--- src/rtl/bus_cycle_stepper.sv ---
// 68000 bus-cycle stepper: withholds ACK so the front panel can free-run, single-step,
// burst N cycles or stop at an address breakpoint. All state moves on the falling MCLK edge.
//
// state | meaning
// IDLE  | no bus cycle in progress, ACK low
// HOLD  | REQ_IN high, ACK withheld (CPU stalled)
// ACKED | ACK asserted, waiting for REQ_IN to drop
module bus_cycle_stepper #(
  parameter int ADDR_WIDTH      = 24,
  parameter int COUNT_WIDTH     = 8,
  parameter int CYCLE_WIDTH     = 16,
  parameter int DEBOUNCE_CYCLES = 1024
) (
  input  logic                   MCLK_IN,
  input  logic                   RESET_IN,
  input  logic [1:0]             MODE_IN,
  input  logic                   STEP_IN,
  input  logic                   REQ_IN,
  input  logic [ADDR_WIDTH-1:0]  ADDR_IN,
  input  logic [ADDR_WIDTH-1:0]  BP_ADDR_IN,
  input  logic [ADDR_WIDTH-1:0]  BP_MASK_IN,
  input  logic [COUNT_WIDTH-1:0] COUNT_IN,
  output logic                   ACK,
  output logic                   PAUSED,
  output logic                   BP_HIT,
  output logic [COUNT_WIDTH-1:0] REMAIN,
  output logic [CYCLE_WIDTH-1:0] CYCLE_COUNT
);

  localparam logic [1:0] MODE_RUN   = 2'd0;
  localparam logic [1:0] MODE_STEP  = 2'd1;
  localparam logic [1:0] MODE_BURST = 2'd2;
  localparam logic [1:0] MODE_BREAK = 2'd3;
  localparam int DBW = (DEBOUNCE_CYCLES > 2) ? $clog2(DEBOUNCE_CYCLES) : 1;

  typedef enum logic [1:0] {IDLE, HOLD, ACKED} state_t;

  state_t                 state;
  logic                   sync_1, sync_2, deb_level;
  logic [DBW-1:0]         deb_cnt;
  logic                   deb_done, step_event;
  logic [COUNT_WIDTH-1:0] count_eff, burst_avail;
  logic                   addr_match, grant, take;

  // deb_cnt holds how many consecutive samples already disagreed with deb_level
  assign deb_done   = (sync_2 != deb_level) && (deb_cnt == DBW'(DEBOUNCE_CYCLES - 1));
  assign step_event = deb_done && sync_2;

  always_ff @(negedge MCLK_IN or posedge RESET_IN) begin
    if (RESET_IN) begin
      sync_1    <= 1'b0;
      sync_2    <= 1'b0;
      deb_level <= 1'b0;
      deb_cnt   <= '0;
    end else begin
      sync_1 <= STEP_IN;
      sync_2 <= sync_1;
      if (sync_2 == deb_level) begin
        deb_cnt <= '0;
      end else if (deb_done) begin
        deb_level <= sync_2;
        deb_cnt   <= '0;
      end else begin
        deb_cnt <= deb_cnt + DBW'(1);
      end
    end
  end

  always_comb begin
    count_eff   = (COUNT_IN == '0) ? COUNT_WIDTH'(1) : COUNT_IN;
    burst_avail = '0;
    if (MODE_IN == MODE_BURST)
      burst_avail = (REMAIN == '0 && step_event) ? count_eff : REMAIN;
    addr_match = ((ADDR_IN ^ BP_ADDR_IN) & BP_MASK_IN) == '0;
    grant = 1'b0;
    case (MODE_IN)
      MODE_RUN:   grant = 1'b1;
      MODE_STEP:  grant = (state == HOLD) && step_event;
      MODE_BURST: grant = (burst_avail != '0);
      MODE_BREAK: grant = (state == IDLE) ? !addr_match : step_event;
      default:    grant = 1'b0;
    endcase
    take = REQ_IN && (state != ACKED) && grant;
  end

  always_ff @(negedge MCLK_IN or posedge RESET_IN) begin
    if (RESET_IN) begin
      state       <= IDLE;
      ACK         <= 1'b0;
      PAUSED      <= 1'b0;
      BP_HIT      <= 1'b0;
      REMAIN      <= '0;
      CYCLE_COUNT <= '0;
    end else begin
      BP_HIT <= 1'b0;
      REMAIN <= (take && MODE_IN == MODE_BURST) ? burst_avail - COUNT_WIDTH'(1) : burst_avail;
      case (state)
        IDLE: begin
          if (REQ_IN) begin
            BP_HIT <= (MODE_IN == MODE_BREAK) && addr_match;
            if (take) begin
              state <= ACKED;
              ACK   <= 1'b1;
            end else begin
              state  <= HOLD;
              PAUSED <= 1'b1;
            end
          end
        end
        HOLD: begin
          if (!REQ_IN) begin
            state  <= IDLE;
            PAUSED <= 1'b0;
          end else if (take) begin
            state  <= ACKED;
            ACK    <= 1'b1;
            PAUSED <= 1'b0;
          end
        end
        ACKED: begin
          if (!REQ_IN) begin
            state       <= IDLE;
            ACK         <= 1'b0;
            CYCLE_COUNT <= CYCLE_COUNT + CYCLE_WIDTH'(1);
          end
        end
        default: begin
          state  <= IDLE;
          ACK    <= 1'b0;
          PAUSED <= 1'b0;
        end
      endcase
    end
  end

endmodule

--- config.mk ---
export PLATFORM = sky130hd
export DESIGN_NAME = bus_cycle_stepper
export DESIGN_NICKNAME = d
export VERILOG_FILES = /design/src/rtl/bus_cycle_stepper.sv
export SDC_FILE = /design/constraint.sdc
export NUM_CORES = 1
export LEC_CHECK = 0
export BUFFER_PORTS_ARGS = -buffer_cell sky130_fd_sc_hd__buf_4
export CORE_ASPECT_RATIO = 1.25
export CORE_MARGIN = 4
export CORE_UTILIZATION = 45
export CTS_CLUSTER_DIAMETER = 40
export DETAILED_ROUTE_END_ITERATION = 8
export PLACE_DENSITY = 0.77
export SLEW_MARGIN = 20
export SYNTH_ARGS = -nofsm -noshare
export SYNTH_HDL_FRONTEND = slang
export SYNTH_SLANG_ARGS = --single-unit
--- constraint.sdc ---
create_clock -name MCLK_IN -period 4.3 [get_ports MCLK_IN]
set_input_delay 1.29 -clock MCLK_IN [delete_from_list [all_inputs] [get_ports MCLK_IN]]
set_output_delay 1.29 -clock MCLK_IN [all_outputs]
set_load 0.005 [all_outputs]
==> out/metrics.cfg <==
[outcome]
run_status=finished with violations
violations=setup timing

[clock_tree]
clk_pin_slew_ns=0.06
clockBufferDepth=2
cts_root_buffer=clkbuf_8
cts_sinks=42
clock_latency_ns=0.29
tritoncts=built
h-tree-depth=2
cts_buffers=5

[critical_path]
endpoint_kind=register
path_buf_inv=1
critPathTopFamily=compound AO/OA/AOI/OAI gates
crit_fanout=3
r2r_cells=14
crit_slowest_cell=mux2_1
cp.depth=13
required_ns=2.29
max_stage_delay_ns=0.35
arrival_ns=3.36
critPathKind=input pin to register
path_cells=buf_8 -> nor4_4 -> nand2_1 -> nor2_1 -> o21a_1 -> o21ai_2 -> ha_2 -> o211ai_1 -> a31oi_2 -> a21oi_4 -> o2111ai_4 -> nor4_2 -> mux2_1
cp-start-kind=input pin

[die]
io-pin-count=113
start_util=0.461
coreArea_mm2=0.00541
dieArea_mm2=0.00680
chipHeight_um=91.2
fp.dieW_um=74.6
rows=30

[synth]
synthFlopType=dfrtn_1
yosys_register_bits=42
yosys-top-cells-area=dfrtn_1, xor2_1, xnor2_1
synth_area_leader_cell=dfrtn_1
synth_area_mm2=0.00249
synth_edf_count=0
synthTopCellsByCount=dfrtn_1, nor2_1, xor2_1
synth.distinct_cells=44
syn_inst=251
syn_nets=340
ys_warn_count=0
syn_area_per_cell_um2=9.92
synth.most_common_cell=dfrtn_1
seq_area_frac_synth=0.422
yosysTopAreaCellShare=0.422
async_reset_ff_frac=1.00

[min_path]
min_path_cells=0
hold_path_class=register to register

[pwr]
pwr-share-comb=0.289
total_leakage_power_nw=2.06
pwr-share-clk=0.262
vdd_drop_max_mv=0.261
p_switching_w=0.000277
power_frac_seq=0.449
power_density_mw_per_mm2=243
p_sw_frac=0.274
p_int_w=0.000736

[global_routing]
antenna_found_initial=0
grt_max_degree=43
grt_pass1_wl_um=12100
grt_use_total=0.225
grt_overflow=0
grt_pass1_vias=2624

[cells_and_area]
design_area_mm2=0.00416
drive_above_1_share=0.509
area_delta_synth_final_pct=67.1
fill_cells=379
antenna_cells=0
fin_nets=520
stdcell_count=496

[placed_design]
dp_hpwl_um=5670
gpl.final_weighted_congestion=0.827
pre_cts_ws_ns=-1.36
io_buffers=112
place_inst=452
placed_area_mm2=0.00369

[routing]
drc_errors=0
avgRoutedWirePerCell_um=15.5
routed_wl_um=7700
drt-initial-drc-count=61
vias=2556
ant_nets=0
dr.pass1.iters=4
vias_per_cell=5.15

[sta]
slew_viol_final=0
holdWs_ns=0.296
rsz0062_at_grt=yes
finalHoldViolCount=0
clock_skew_ns=0.00660
setup_viol=12
relSlewSlack=0.554
worst_slew_pin_slew_ns=0.663
fin_ws_ns=-1.07

[flow_run]
max_cap_violations=0

[registers in the layout, indices dropped and copies added (netlist names)]
signal	count
state	2
deb_level	1
deb_cnt	10
sync_1	1
REMAIN	8
ACK	1
BP_HIT	1
sync_2	1
PAUSED	1
CYCLE_COUNT	16
[routing by layer]
layer  global-route usage  vias up  share of wire
met5                    0        -              0
met4               0.0386        0          0.019
met3               0.0365       14          0.036
met2                0.416       56           0.57
met1                0.268     1250           0.38
li1                     -     1236              -
[repair_timing]
item	CTS	global route
pin swaps	1	7
buffers inserted	20	16
gates resized for setup	5	19
endpoints found under the setup margin	29	35
hold buffers	0	0
[final cells by class]
type                            instances  area, um2  area share
Clock buffer                            6       82.6      0.0198
Multi-Input combinational cell        198       1530       0.368
Timing Repair Buffer                  177       1380       0.330
Inverter                                7       30.0     0.00722
Sequential cell                        42       1050       0.253
Tap cell                               64       80.1      0.0192
Clock inverter                          2       12.5     0.00301
[path summary, 6_finish.rpt]
| kind | from | to | slack (ns) |
|---|---|---|---|
| max in group asynchronous | RESET_IN | state[0]$_DFFE_NP0P_ | 0.98 |
| setup / recovery | COUNT_IN[4] | REMAIN[6]$_DFF_NP0_ | -1.07 |
| hold reg to reg | sync_1$_DFF_NP0_ | sync_2$_DFF_NP0_ | 0.30 |
| hold / removal | sync_1$_DFF_NP0_ | sync_2$_DFF_NP0_ | 0.30 |
| min in group asynchronous | RESET_IN | deb_cnt[7]$_DFF_NP0_ | 3.09 |
| setup reg to reg | REMAIN[1]$_DFF_NP0_ | REMAIN[6]$_DFF_NP0_ | 0.66 |
[per-stage QoR]
step,total power [W],TNS [ns],util
4_1_cts,0.00101,-8.67,0.730
3_5_place_dp,0.000710,-15.25,0.682
3_3_place_gp,0.000701,-14.41,0.682
5_1_grt,0.00107,-12.31,0.770
6_report,0.00101,-10.01,0.770
2_1_floorplan,0.000559,-10.05,-
[layout by cell type, fill, tap and decap left out, types with 2 or more instances in the layout]
cell type,n
o21a_1,2
o21ai_0,2
nor4_1,2
nor3_4,2
nand2b_1,4
a22o_1,2
clkinvlp_4,2
nand4_1,6
ha_1,2
buf_8,2
a221oi_2,2
nand3_2,4
nand3_1,13
buf_4,169
nor2b_4,2
and3_1,2
buf_6,5
nor4_2,2
a22oi_1,6
nor2_1,32
a21oi_1,9
nor2_2,3
clkbuf_8,6
xor2_1,32
nand2_1,15
xnor2_1,20
mux2_2,2
dfrtn_1,42
nor2b_1,2
inv_1,5
nor3_1,2
[logic make-up (layout without fill, tap and decap cells)]
| group | after synthesis | in the layout | share of synthesized area |
|---|---|---|---|
| mux | 5 | 5 | 0.0221 |
| fa+ha+maj | 3 | 3 | 0.0151 |
| flops | 42 | 42 | 0.422 |
| xor+xnor | 53 | 53 | 0.186 |
| buf+inv | 11 | 192 | 0.0181 |
| compound gates | 37 | 37 | 0.119 |
| simple gates | 100 | 100 | 0.217 |
[power groups by stage]
| stage | registers (W) | clock network, W | logic (W) |
|---|---|---|---|
| 4_1_cts | 0.000454 | 0.000275 | 0.000281 |
| 6_report | 0.000455 | 0.000265 | 0.000293 |
| 2_1_floorplan | 0.000470 | 0 | 0.0000881 |
| 5_1_grt | 0.000459 | 0.000287 | 0.000323 |
| 3_5_place_dp | 0.000471 | 0 | 0.000239 |
| 3_3_place_gp | 0.000471 | 0 | 0.000230 |
[worst reg2reg max path, cell delays in order (launching register included)]
cell and delay [ns]:
dfrtn_1 0.36, buf_4 0.14, buf_4 0.14, nor4_2 0.35
nor4b_4 0.43, and2_1 0.43, a21oi_1 0.13, nand2b_1 0.18
ha_2 0.21, o211ai_1 0.10, a31oi_2 0.08, a21oi_4 0.24
o2111ai_4 0.16, nor4_2 0.21, mux2_1 0.35
(Power assumes the default switching activity.)
